==> config.mk <==
export PLATFORM = sky130hd
export DESIGN_NAME = fp_round_pack
export DESIGN_NICKNAME = d
export VERILOG_FILES = /design/src/rtl/fp_round_pack_pkg.sv /design/src/rtl/fp_round_add.sv /design/src/rtl/fp_round_pack.sv
export SDC_FILE = /design/constraint.sdc
export NUM_CORES = 1
export LEC_CHECK = 0
export CORE_UTILIZATION = 45
export DETAILED_ROUTE_END_ITERATION = 7
export GPL_TIMING_DRIVEN = 0
export PLACE_DENSITY = 0.71
export SETUP_SLACK_MARGIN = 0.4
export SLEW_MARGIN = 20
export SYNTH_ARGS = -nofsm -noshare
export SYNTH_HDL_FRONTEND = slang
export SYNTH_SLANG_ARGS = --single-unit
==> constraint.sdc <==
create_clock -name clk -period 2.05 [get_ports clk]
set_clock_uncertainty 0.2 [all_clocks]
set_input_delay 0.41 -clock clk [delete_from_list [all_inputs] [get_ports clk]]
set_output_delay 0.41 -clock clk [all_outputs]
set_load 0.005 [all_outputs]
==> src/rtl/fp_round_pack_pkg.sv <==
// Shared types and widths for the round-and-pack stage.
// Latency: none (declarations only).
// Backpressure: n/a.
//
// Holds the FSM state enum and the exponent/significand widths used by
// fp_round_pack and fp_round_add.
package fp_round_pack_pkg;

    localparam int EXP_W = 3;
    localparam int SIG_W = 4;

    localparam logic [EXP_W-1:0] EXP_MAX = 3'd7;

    typedef enum logic [1:0] {
        IDLE = 2'd0,
        ADD  = 2'd1,
        ADJ  = 2'd2,
        DONE = 2'd3
    } state_e;

endpackage

==> src/rtl/fp_round_add.sv <==
// Adds the round bit into the truncated significand and reports carry-out.
// Latency: combinational.
// Backpressure: n/a (pure logic).
//
// Ports:
//   sig_in   - truncated significand
//   rnd_in   - round bit, the first bit below sig_in
//   sum_out  - low SIG_W bits of sig_in + rnd_in
//   carry    - carry-out of the addition (significand overflowed)
module fp_round_add
    import fp_round_pack_pkg::*;
(
    input  logic [SIG_W-1:0] sig_in,
    input  logic             rnd_in,
    output logic [SIG_W-1:0] sum_out,
    output logic             carry
);

    always_comb begin
        {carry, sum_out} = {1'b0, sig_in} + {{SIG_W{1'b0}}, rnd_in};
    end

endmodule

==> src/rtl/fp_round_pack.sv <==
// Rounds a sign/exponent/significand result to nearest (round bit add) and packs it, saturating at max magnitude.
// Latency: out_valid rises 2 edges after acceptance without carry, 3 edges with carry.
// Backpressure: one result in flight; in_ready low until the packed result is taken with out_ready.
//
// Ports:
//   clk, rst                 - clock, synchronous active-high reset
//   in_valid/in_ready        - upstream handshake; S_in, E_in, F_in, R_in captured on accept
//   out_valid/out_ready      - downstream handshake; S, E, F, sat held while out_valid=1
//   sat                      - result clamped to maximum magnitude
module fp_round_pack
    import fp_round_pack_pkg::*;
(
    input  logic             clk,
    input  logic             rst,
    input  logic             in_valid,
    output logic             in_ready,
    input  logic             S_in,
    input  logic [EXP_W-1:0] E_in,
    input  logic [SIG_W-1:0] F_in,
    input  logic             R_in,
    output logic             out_valid,
    input  logic             out_ready,
    output logic             S,
    output logic [EXP_W-1:0] E,
    output logic [SIG_W-1:0] F,
    output logic             sat
);

    localparam logic [EXP_W-1:0] EXP_ONE  = 1;
    localparam logic [SIG_W-1:0] SIG_HALF = {1'b1, {(SIG_W-1){1'b0}}};
    localparam logic [SIG_W-1:0] SIG_ONES = {SIG_W{1'b1}};

    state_e state_q, state_d;

    // Captured operand
    logic             s_q, s_d;
    logic [EXP_W-1:0] e_q, e_d;
    logic [SIG_W-1:0] f_q, f_d;
    logic             r_q, r_d;

    // The adder result is registered on the first ADD cycle so the carry
    // decision on the second ADD cycle comes straight from a flop.
    logic [SIG_W:0]   sum_q, sum_d;
    logic             sum_vld_q, sum_vld_d;

    // Packed output registers
    logic             out_s_q, out_s_d;
    logic [EXP_W-1:0] out_e_q, out_e_d;
    logic [SIG_W-1:0] out_f_q, out_f_d;
    logic             out_sat_q, out_sat_d;

    logic [SIG_W-1:0] add_sum;
    logic             add_carry;

    fp_round_add u_add (
        .sig_in  (f_q),
        .rnd_in  (r_q),
        .sum_out (add_sum),
        .carry   (add_carry)
    );

    always_comb begin
        state_d   = state_q;
        s_d       = s_q;
        e_d       = e_q;
        f_d       = f_q;
        r_d       = r_q;
        sum_d     = sum_q;
        sum_vld_d = sum_vld_q;
        out_s_d   = out_s_q;
        out_e_d   = out_e_q;
        out_f_d   = out_f_q;
        out_sat_d = out_sat_q;

        case (state_q)
            IDLE: begin
                if (in_valid) begin
                    s_d       = S_in;
                    e_d       = E_in;
                    f_d       = F_in;
                    r_d       = R_in;
                    sum_vld_d = 1'b0;
                    state_d   = ADD;
                end
            end
            ADD: begin
                if (!sum_vld_q) begin
                    sum_d     = {add_carry, add_sum};
                    sum_vld_d = 1'b1;
                end else if (!sum_q[SIG_W]) begin
                    // No overflow: rounded significand fits, exponent as-is.
                    out_s_d   = s_q;
                    out_e_d   = e_q;
                    out_f_d   = sum_q[SIG_W-1:0];
                    out_sat_d = 1'b0;
                    state_d   = DONE;
                end else begin
                    state_d   = ADJ;
                end
            end
            ADJ: begin
                out_s_d = s_q;
                if (e_q != EXP_MAX) begin
                    // Significand overflowed to 10000: renormalise to 1000, bump exponent.
                    out_e_d   = e_q + EXP_ONE;
                    out_f_d   = SIG_HALF;
                    out_sat_d = 1'b0;
                end else begin
                    // No exponent headroom: clamp to the largest magnitude.
                    out_e_d   = EXP_MAX;
                    out_f_d   = SIG_ONES;
                    out_sat_d = 1'b1;
                end
                state_d = DONE;
            end
            DONE: begin
                if (out_ready) begin
                    state_d = IDLE;
                end
            end
            default: begin
                state_d = IDLE;
            end
        endcase
    end

    always_ff @(posedge clk) begin
        if (rst) begin
            state_q   <= IDLE;
            s_q       <= 1'b0;
            e_q       <= '0;
            f_q       <= '0;
            r_q       <= 1'b0;
            sum_q     <= '0;
            sum_vld_q <= 1'b0;
            out_s_q   <= 1'b0;
            out_e_q   <= '0;
            out_f_q   <= '0;
            out_sat_q <= 1'b0;
        end else begin
            state_q   <= state_d;
            s_q       <= s_d;
            e_q       <= e_d;
            f_q       <= f_d;
            r_q       <= r_d;
            sum_q     <= sum_d;
            sum_vld_q <= sum_vld_d;
            out_s_q   <= out_s_d;
            out_e_q   <= out_e_d;
            out_f_q   <= out_f_d;
            out_sat_q <= out_sat_d;
        end
    end

    assign in_ready  = (state_q == IDLE);
    assign out_valid = (state_q == DONE);
    assign S         = out_s_q;
    assign E         = out_e_q;
    assign F         = out_f_q;
    assign sat       = out_sat_q;

endmodule
==> results of run 1 <==
==> repair_timing <==
action / CTS / global route
pin swaps: 12 / 7
setup endpoints to repair: 31 / 28
resized for setup: 66 / 22
gates cloned: 1 / 0
buffers inserted: 21 / 3
==> worst reg2reg max path, cell delays in order, from the launching register on <==
cell and delay [ps]:
dfxtp_4 390, buf_6 100, inv_6 40, ha_4 140
nor2b_4 130, buf_6 120, a21oi_4 200, buf_6 150
mux2i_1 180, nor2_1 50
==> worst max path at each step <==
stage	from	endpoint	slack, ps	cells past startpoint
finish	state_q[1]	S	250	9
global route	state_q[1]	sat	210	9
CTS	state_q[1]	S	300	9
detailed placement	in_valid	state_q[0]	60	5
global placement	in_valid	state_q[0]	170	5
floorplan	state_q[0]	E[1]	390	7
==> routing by layer <==
layer,track usage (%),part of all wire [%],vias up
li1,-,-,543
met1,26.9,42,548
met2,44.0,53,24
met3,3.16,3.2,8
met4,10.1,1.9,0
met5,0,0,-
==> layout make-up <==
cell class / instances / area [µm²]
multi-input combinational: 94 / 810
fill: 174 / 543
sequential: 26 / 539
timing repair buffer: 47 / 430
buffer: 8 / 66.3
tap: 30 / 37.5
clock inverter: 1 / 30.0
clock buffer: 3 / 22.5
inverter: 3 / 21.3
==> stage by stage <==
stage               instances  worst slack (ps)
floorplan                 131               390
global placement          183               170
detailed placement        183              63.9
CTS                       209               298
global route              212               209
finish                    212               253
==> state kept, by name (all words and copies together) (netlist names), 2 cells and up <==
register and count:
state_q 2, sum_q 5, F 4, e_q 3, f_q 4, E 3
==> cells in the mapped netlist <==
| cell type | number |
|---|---|
| a211oi_1 | 7 |
| a211oi_2 | 3 |
| a21oi_1 | 15 |
| a21oi_4 | 1 |
| and2_1 | 1 |
| and3_1 | 1 |
| and4b_1 | 1 |
| buf_1 | 1 |
| buf_4 | 1 |
| buf_6 | 2 |
| clkbuf_1 | 4 |
| dfxtp_1 | 26 |
| ha_1 | 8 |
| inv_1 | 3 |
| mux2i_1 | 5 |
| nand2_1 | 19 |
| nand2b_1 | 4 |
| nand3_1 | 1 |
| nand4_1 | 1 |
| nor2_1 | 13 |
| nor2_2 | 3 |
| nor2b_1 | 3 |
| nor3_1 | 1 |
| nor3_2 | 1 |
| nor3b_2 | 1 |
| nor4_1 | 1 |
| o21ai_1 | 1 |
| xnor2_1 | 1 |
| xor2_1 | 2 |
==> kinds of logic after synthesis <==
kind of cell             after synthesis  synth area share (%)
flip-flops                            26                  43.6
AND/OR/NAND/NOR                       51                  21.0
AO/OA/AOI/OAI                         27                  15.6
multiplexers                           5                  4.19
adder cells (fa/ha/maj)                8                  8.39
XOR/XNOR                               3                  2.20
buffers and inverters                 11                  5.03
==> report_power, final <==
group / leakage (nW) / switching, mW / internal, mW / total, mW
clock network: 0.0279 / 0.155 / 0.198 / 0.352
registers: 0.218 / 0.116 / 0.680 / 0.795
logic: 0.565 / 0.841 / 0.966 / 1.81
==> results by group, run 1 <==
Run status
  – Status: complete, no violations

Floorplan
  – Core region area: 2500 µm²
  – Chip width: 53.5 µm
  – FP Rows: 18
  – Initial Utilization: 47.7%
  – # IOs: 24
  – DIE AREA: 2860 µm²
  – DIE HEIGHT: 53.5 µm

STA
  – Fin. Hold Viols: 0
  – Tmin final: 1800 ps
  – Setup Viol. Count Final: 0
  – Share of the clock period used by the worst path: 87.7%
  – WHS: 274 ps
  – Slew of the pin with the lowest slew margin: 661 ps
  – Unrepaired setup endpoints after global routing: true
  – Final Max Tran Viols: 0
  – Setup TNS: 0 ps
  – Max-slew headroom: 56.0%
  – Peak Freq: 556 MHz

Power
  – Total power per unit cell area: 1510 nW/µm²
  – Leak pwr: 0.811 nW
  – Final Power: 2.95 mW
  – Max rail drop VDD: 1.04 mV

GRT
  – Grt ovf: 0
  – Vias in the first global route: 1104
  – Largest net degree at the start of global routing: 16
  – Gr usage total: 23.8%
  – Initial antenna violation count: 0
  – First-pass GRT wire length: 4.84 mm

Synth
  – Yosys warnings: 0
  – Top-area cell type share of the netlist area: 43.6%
  – Mapped Area: 1190 µm²
  – Mapped Cells: 131
  – Synthesized Nets: 152
  – Seq/Total Area, Yosys: 43.6%
  – Leading area contributor after synthesis: dfxtp_1
  – Unique cell type count in the Yosys netlist: 29
  – Avg Cell Area, Syn: 9.11 µm²
  – Ranking of synthesized cells by area: dfxtp_1 44%, ha_1 8.4%, a21oi_1 6.3%
  – Seq cells post-synth: 26

Critical path
  – CP top delay family: buffers and inverters
  – Crit path buf inv count: 4
  – R2R Path End: S
  – Crit path cell chain: buf_6, inv_6, ha_4, nor2b_4, buf_6, a21oi_4, buf_6, mux2i_1, nor2_1
  – Worst path most repeated cell: buf_6
  – Worst-path maximum fanout: 4
  – CP Class: reg -> reg
  – CP max stage delay: 390 ps
  – Arr. time, crit path: 1810 ps
  – Startpoint Class: register
  – Reg2reg start: state_q[1]
  – FF-to-FF setup slack: 250 ps
  – Worst path required time: 2060 ps
  – Worst R2R Path Depth: 9
  – Endpoint class of the critical path: register
  – Slowest-stage cell, CP: dfxtp_4

Placement
  – Hpwl dp: 1.74 mm
  – Final RePlAce weighted congestion: 0.775
  – I/O Buffers: 22
  – Cell area after placement: 1470 µm²

CTS
  – TritonCTS clock tree: built
  – CTS root buf: clkbuf_4
  – Clock sinks: 26
  – Num CTS Buffers: 3
  – Clock latency at the later pin of the worst-skew pair: 320 ps
  – Reg clk slew, reported paths: 140 ps
  – Hold-fix buffers, CTS: 0
  – H-tree Lvls: 1
  – CTS Buffer Depth: 2

Final layout
  – Final nets: 204
  – Final core occ: 78.3%
  – Area delta synth->final: 63.9%
  – Post-route design area: 1960 µm²
  – Ant. Diodes: 0
  – Most common cell after layout, fill and taps aside: nand2_1
  – Commonest non-fill, non-tap cells in the layout: 18 x nand2_1, 16 x buf_4, 15 x dfxtp_1
  – Share of cells above drive strength 1: 47.3%

Min path
  – Worst hold path class: reg -> reg
  – Hold Startpoint: s_q
  – Worst Hold End: s_q
  – Hold depth: 2

Drt
  – Routed WL per cell: 16.0 µm
  – Total wire length: 3.40 mm
  – Drt drc: 0
  – Vias per cell: 5.30
  – Routed via count: 1123
  – Antenna Nets Post-Route: 0
  – Drt first pass iters: 4
  – DR iter-0 viols: 17

Job
  – Max_cap viols: 0
No activity file was read; power rests on OpenSTA's default activity.
==> run 2: changes to the inputs <==
- CTS_CLUSTER_SIZE: unset -> 8
- MAX_ROUTING_LAYER: unset -> met4
- SKIP_CTS_REPAIR_TIMING: unset -> 1
==> results by group, run 2 (synthesis gave the netlist of run 1 again) <==
Run status
  – Status: complete, no violations

Min path
  – Worst hold path class: reg -> reg

Floorplan
  – Core region area: 2500 µm²
  – # IOs: 24
  – DIE AREA: 2860 µm²
  – Chip width: 53.5 µm
  – FP Rows: 18
  – Initial Utilization: 47.7%
  – DIE HEIGHT: 53.5 µm

Critical path
  – Endpoint class of the critical path: output port
  – Arr. time, crit path: 1160 ps
  – Startpoint Class: register
  – Worst-path maximum fanout: 6
  – CP Class: reg -> out
  – Worst path required time: 1440 ps

Placement
  – I/O Buffers: 22
  – Hpwl dp: 1.74 mm
  – Post-place setup slack: 63.9 ps
  – Cell count after placement: 183
  – Final RePlAce weighted congestion: 0.786

CTS
  – Clock sinks: 26
  – CTS root buf: clkbuf_4
  – H-tree Lvls: 1
  – Clock latency at the later pin of the worst-skew pair: 310 ps
  – Num CTS Buffers: 3
  – TritonCTS clock tree: built
  – Reg clk slew, reported paths: 140 ps
  – CTS Buffer Depth: 2

Drt
  – Top layer in use: met4
  – DR iter-0 viols: 14
  – Total wire length: 2.70 mm
  – Vias per cell: 5.18
  – Met1 Wirelength: 1.20 mm
  – Drt first pass iters: 4
  – Drt drc: 0
  – Routed WL per cell: 13.7 µm
  – Routed via count: 1021
  – Antenna Nets Post-Route: 0
  – Metal3 WL: 75 µm
  – Met2 WL: 1.38 mm

STA
  – Final Max Tran Viols: 0
  – Setup TNS: 0 ps
  – Unrepaired setup endpoints after global routing: true
  – Peak Freq: 566 MHz
  – Fin. Hold Viols: 0
  – Final worst slack: 285 ps
  – WHS: 271 ps
  – Max-slew headroom: 60.7%
  – Share of the clock period used by the worst path: 86.1%
  – Setup Viol. Count Final: 0
  – Tmin final: 1770 ps
  – Slew of the pin with the lowest slew margin: 589 ps

Final layout
  – Share of cells above drive strength 1: 35.9%
  – Top reg by flops: sum_q
  – Most common cell after layout, fill and taps aside: nand2_1
  – Final nets: 189
  – Commonest non-fill, non-tap cells in the layout: 19 x nand2_1, 15 x dfxtp_1, 13 x a21oi_1, 13 x nor2_1, 11 x clkdlybuf4s50_1
  – Final Non-Filler Cells: 197
  – Filler cell count: 190
  – Ant. Diodes: 0
  – Max reg flops: 5
  – Area delta synth->final: 49.5%

Power
  – Leak pwr: 0.828 nW
  – Total power per unit cell area: 1400 nW/µm²
  – Final Power: 2.50 mW
  – Clock share of power: 13.9%
  – Internal cell power: 1.59 mW
  – Comb pwr share: 53.8%
  – P_sw: 0.909 mW
  – Seq pwr share: 32.2%
  – Max rail drop VDD: 0.997 mV
  – Switching Fraction: 36.4%

GRT
  – Gr usage total: 18.9%
  – Initial antenna violation count: 0
  – Grt ovf: 0
  – Vias in the first global route: 895
  – Largest net degree at the start of global routing: 16
  – First-pass GRT wire length: 3.84 mm

Job
  – Max_cap viols: 0
-- run 2: cell count changes in the layout (fill, tap and decap cells not counted), moves of 4 or more --
cell	before	now
dlymetal6s2s_1	0	10
a211oi_2	9	5
a211oi_1	0	4
buf_6	14	7
buf_4	16	7
dlygate4sd2_1	9	0
-- run 2: worst paths after layout --
check | endpoint | start | slack [ps] | cells past startpoint
hold / removal | s_q | s_q | 270 | 2
setup / recovery | in_ready | state_q[0] | 280 | 3
setup reg to reg | E[1] | state_q[1] | 320 | 8
hold reg to reg | s_q | s_q | 270 | 2
-- run 2: per-layer routing --
layer / up-vias / track usage, %
met4: 0 / 6.58
met1: 484 / 22.9
met2: 18 / 31.9
li1: 513 / -
met5: - / -
met3: 6 / 2.59
-- run 2: per-stage QoR --
| stage | utilization, % | cell area, µm² |
|---|---|---|
| 2_1_floorplan | - | 1210 |
| 3_3_place_gp | 58.7 | 1470 |
| 3_5_place_dp | 58.7 | 1470 |
| 4_1_cts | 60.8 | 1520 |
| 5_1_grt | 71.4 | 1780 |
| 6_report | 71.4 | 1780 |
-- run 2: power groups by stage --
stage | clock (mW) | combinational, mW | sequential, mW
2_1_floorplan | 0 | 0.678 | 0.765
4_1_cts | 0.357 | 1.01 | 0.765
6_report | 0.348 | 1.34 | 0.805
5_1_grt | 0.382 | 1.45 | 0.824
3_5_place_dp | 0 | 1.00 | 0.775
3_3_place_gp | 0 | 0.965 | 0.765
-- run 2: final cells by class --
type / instances / area (µm²) / share of cell area, %
tap: 30 / 37.5 / 2.10
clock buffer: 3 / 22.5 / 1.26
timing repair buffer: 32 / 327 / 18.3
sequential: 26 / 539 / 30.2
buffer: 8 / 61.3 / 3.44
multi-input combinational: 94 / 748 / 41.9
inverter: 3 / 18.8 / 1.05
clock inverter: 1 / 30.0 / 1.68
-- run 2: worst max-delay path, stage by stage, from the launching register on --
cell and delay, ps:
dfxtp_4 440, inv_4 70, ha_4 180, dlymetal6s2s_1 150
==> run 3: changes to the inputs <==
- REMOVE_ABC_BUFFERS: unset -> 1
==> results by group, run 3 (synthesis gave the netlist of run 1 again) <==
Run status
  – Status: complete, no violations

CTS
  – H-tree Lvls: 1
  – CTS Buffer Depth: 2
  – TritonCTS clock tree: built
  – Clock latency at the later pin of the worst-skew pair: 320 ps
  – Clock sinks: 26
  – CTS root buf: clkbuf_4
  – Num CTS Buffers: 3
  – Reg clk slew, reported paths: 140 ps

Floorplan
  – Initial Utilization: 47.7%
  – # IOs: 24
  – FP Rows: 18
  – Core region area: 2500 µm²
  – Chip width: 53.5 µm
  – DIE HEIGHT: 53.5 µm
  – DIE AREA: 2860 µm²

Drt
  – Routed WL per cell: 12.8 µm
  – Routed via count: 1000
  – Vias per cell: 5.21
  – DR iter-0 viols: 14
  – Drt first pass iters: 4
  – Total wire length: 2.46 mm
  – Drt drc: 0
  – Antenna Nets Post-Route: 0

Critical path
  – Worst path required time: 2090 ps
  – Worst Setup SP: state_q[0]
  – Worst-path maximum fanout: 13
  – Reg2reg start: state_q[0]
  – Arr. time, crit path: 1860 ps
  – Startpoint Class: register
  – Endpoint class of the critical path: register
  – CP Class: reg -> reg

Power
  – Total power per unit cell area: 1380 nW/µm²
  – Leak pwr: 0.798 nW
  – Max rail drop VDD: 0.998 mV

Placement
  – Final RePlAce weighted congestion: 0.716
  – Post-place setup slack: -164 ps
  – Hpwl dp: 1.52 mm
  – Cell area after placement: 1410 µm²
  – I/O Buffers: 23

STA
  – Share of the clock period used by the worst path: 88.9%
  – Final Max Tran Viols: 0
  – Max-slew headroom: 27.7%
  – Peak Freq: 549 MHz
  – Slew of the pin with the lowest slew margin: 1080 ps
  – Setup TNS: 0 ps
  – Final worst slack: 227 ps
  – Setup Viol. Count Final: 0
  – Tmin final: 1820 ps
  – Unrepaired setup endpoints after global routing: true
  – Fin. Hold Viols: 0

Final layout
  – Area delta synth->final: 40.9%
  – Top reg by flops: sum_q
  – Post-route design area: 1680 µm²
  – Multi-input gate area: 698 µm²
  – Register area: 539 µm²
  – Share of cells above drive strength 1: 34.0%
  – Max reg flops: 5
  – Filler cell count: 192
  – Final core occ: 67.3%
  – Final nets: 184
  – Commonest non-fill, non-tap cells in the layout: 18 x nand2_1, 15 x a21oi_1, 15 x dfxtp_1
  – Most common cell after layout, fill and taps aside: nand2_1
  – Ant. Diodes: 0

GRT
  – Vias in the first global route: 786
  – First-pass GRT wire length: 3.51 mm
  – Initial antenna violation count: 0
  – Gr usage total: 17.5%
  – Grt ovf: 0
  – Largest net degree at the start of global routing: 27

Job
  – Max_cap viols: 0

Min path
  – Hold Startpoint: s_q
  – Worst hold path class: reg -> reg
-- run 3: cell count changes in the layout (fill, tap and decap cells not counted), sizes merged --
cell	change
buf	-2
bufinv	-1
clkbuf	-2
-- run 3: stage by stage --
stage | cells | power (mW) | hold WS [ps]
floorplan | 123 | 1.35 | 230
global placement | 176 | 1.63 | 245
detailed placement | 176 | 1.67 | 249
CTS | 180 | 1.92 | 267
global route | 192 | 2.46 | 284
finish | 192 | 2.31 | 267
-- run 3: power by group --
part	switching, mW	internal [mW]
sequential	0.107	0.679
combinational	0.597	0.673
clock	0.149	0.109
-- run 3: metal layers --
| metal | global-route usage [%] | wire length (µm) |
|---|---|---|
| met2 | 26.7 | 1210 |
| met1 | 22.6 | 1150 |
| met3 | 6.03 | 79 |
| met5 | - | 0 |
| met4 | 2.63 | 19 |
-- run 3: final timing paths --
check	to	slack, ps	cells past startpoint
min reg2reg	s_q	270	2
max reg2reg	E[1]	230	8
max	E[1]	230	8
min	s_q	270	2
-- run 3: final cells by class --
cell class / instances / area share (%)
Clock buffer: 4 / 2.16
Inverter: 3 / 0.967
Timing Repair Buffer: 35 / 21.1
Sequential cell: 26 / 32.1
Tap cell: 30 / 2.23
Multi-Input combinational cell: 94 / 41.5
-- run 3: worst max-delay path, stage by stage, from the launching register on --
cell and delay, ps:
dfxtp_4 400, buf_4 140, ha_2 210, nand2b_4 160, a21oi_4 140, buf_12 150, buf_4 120, nor2_2 40
a211oi_2 170
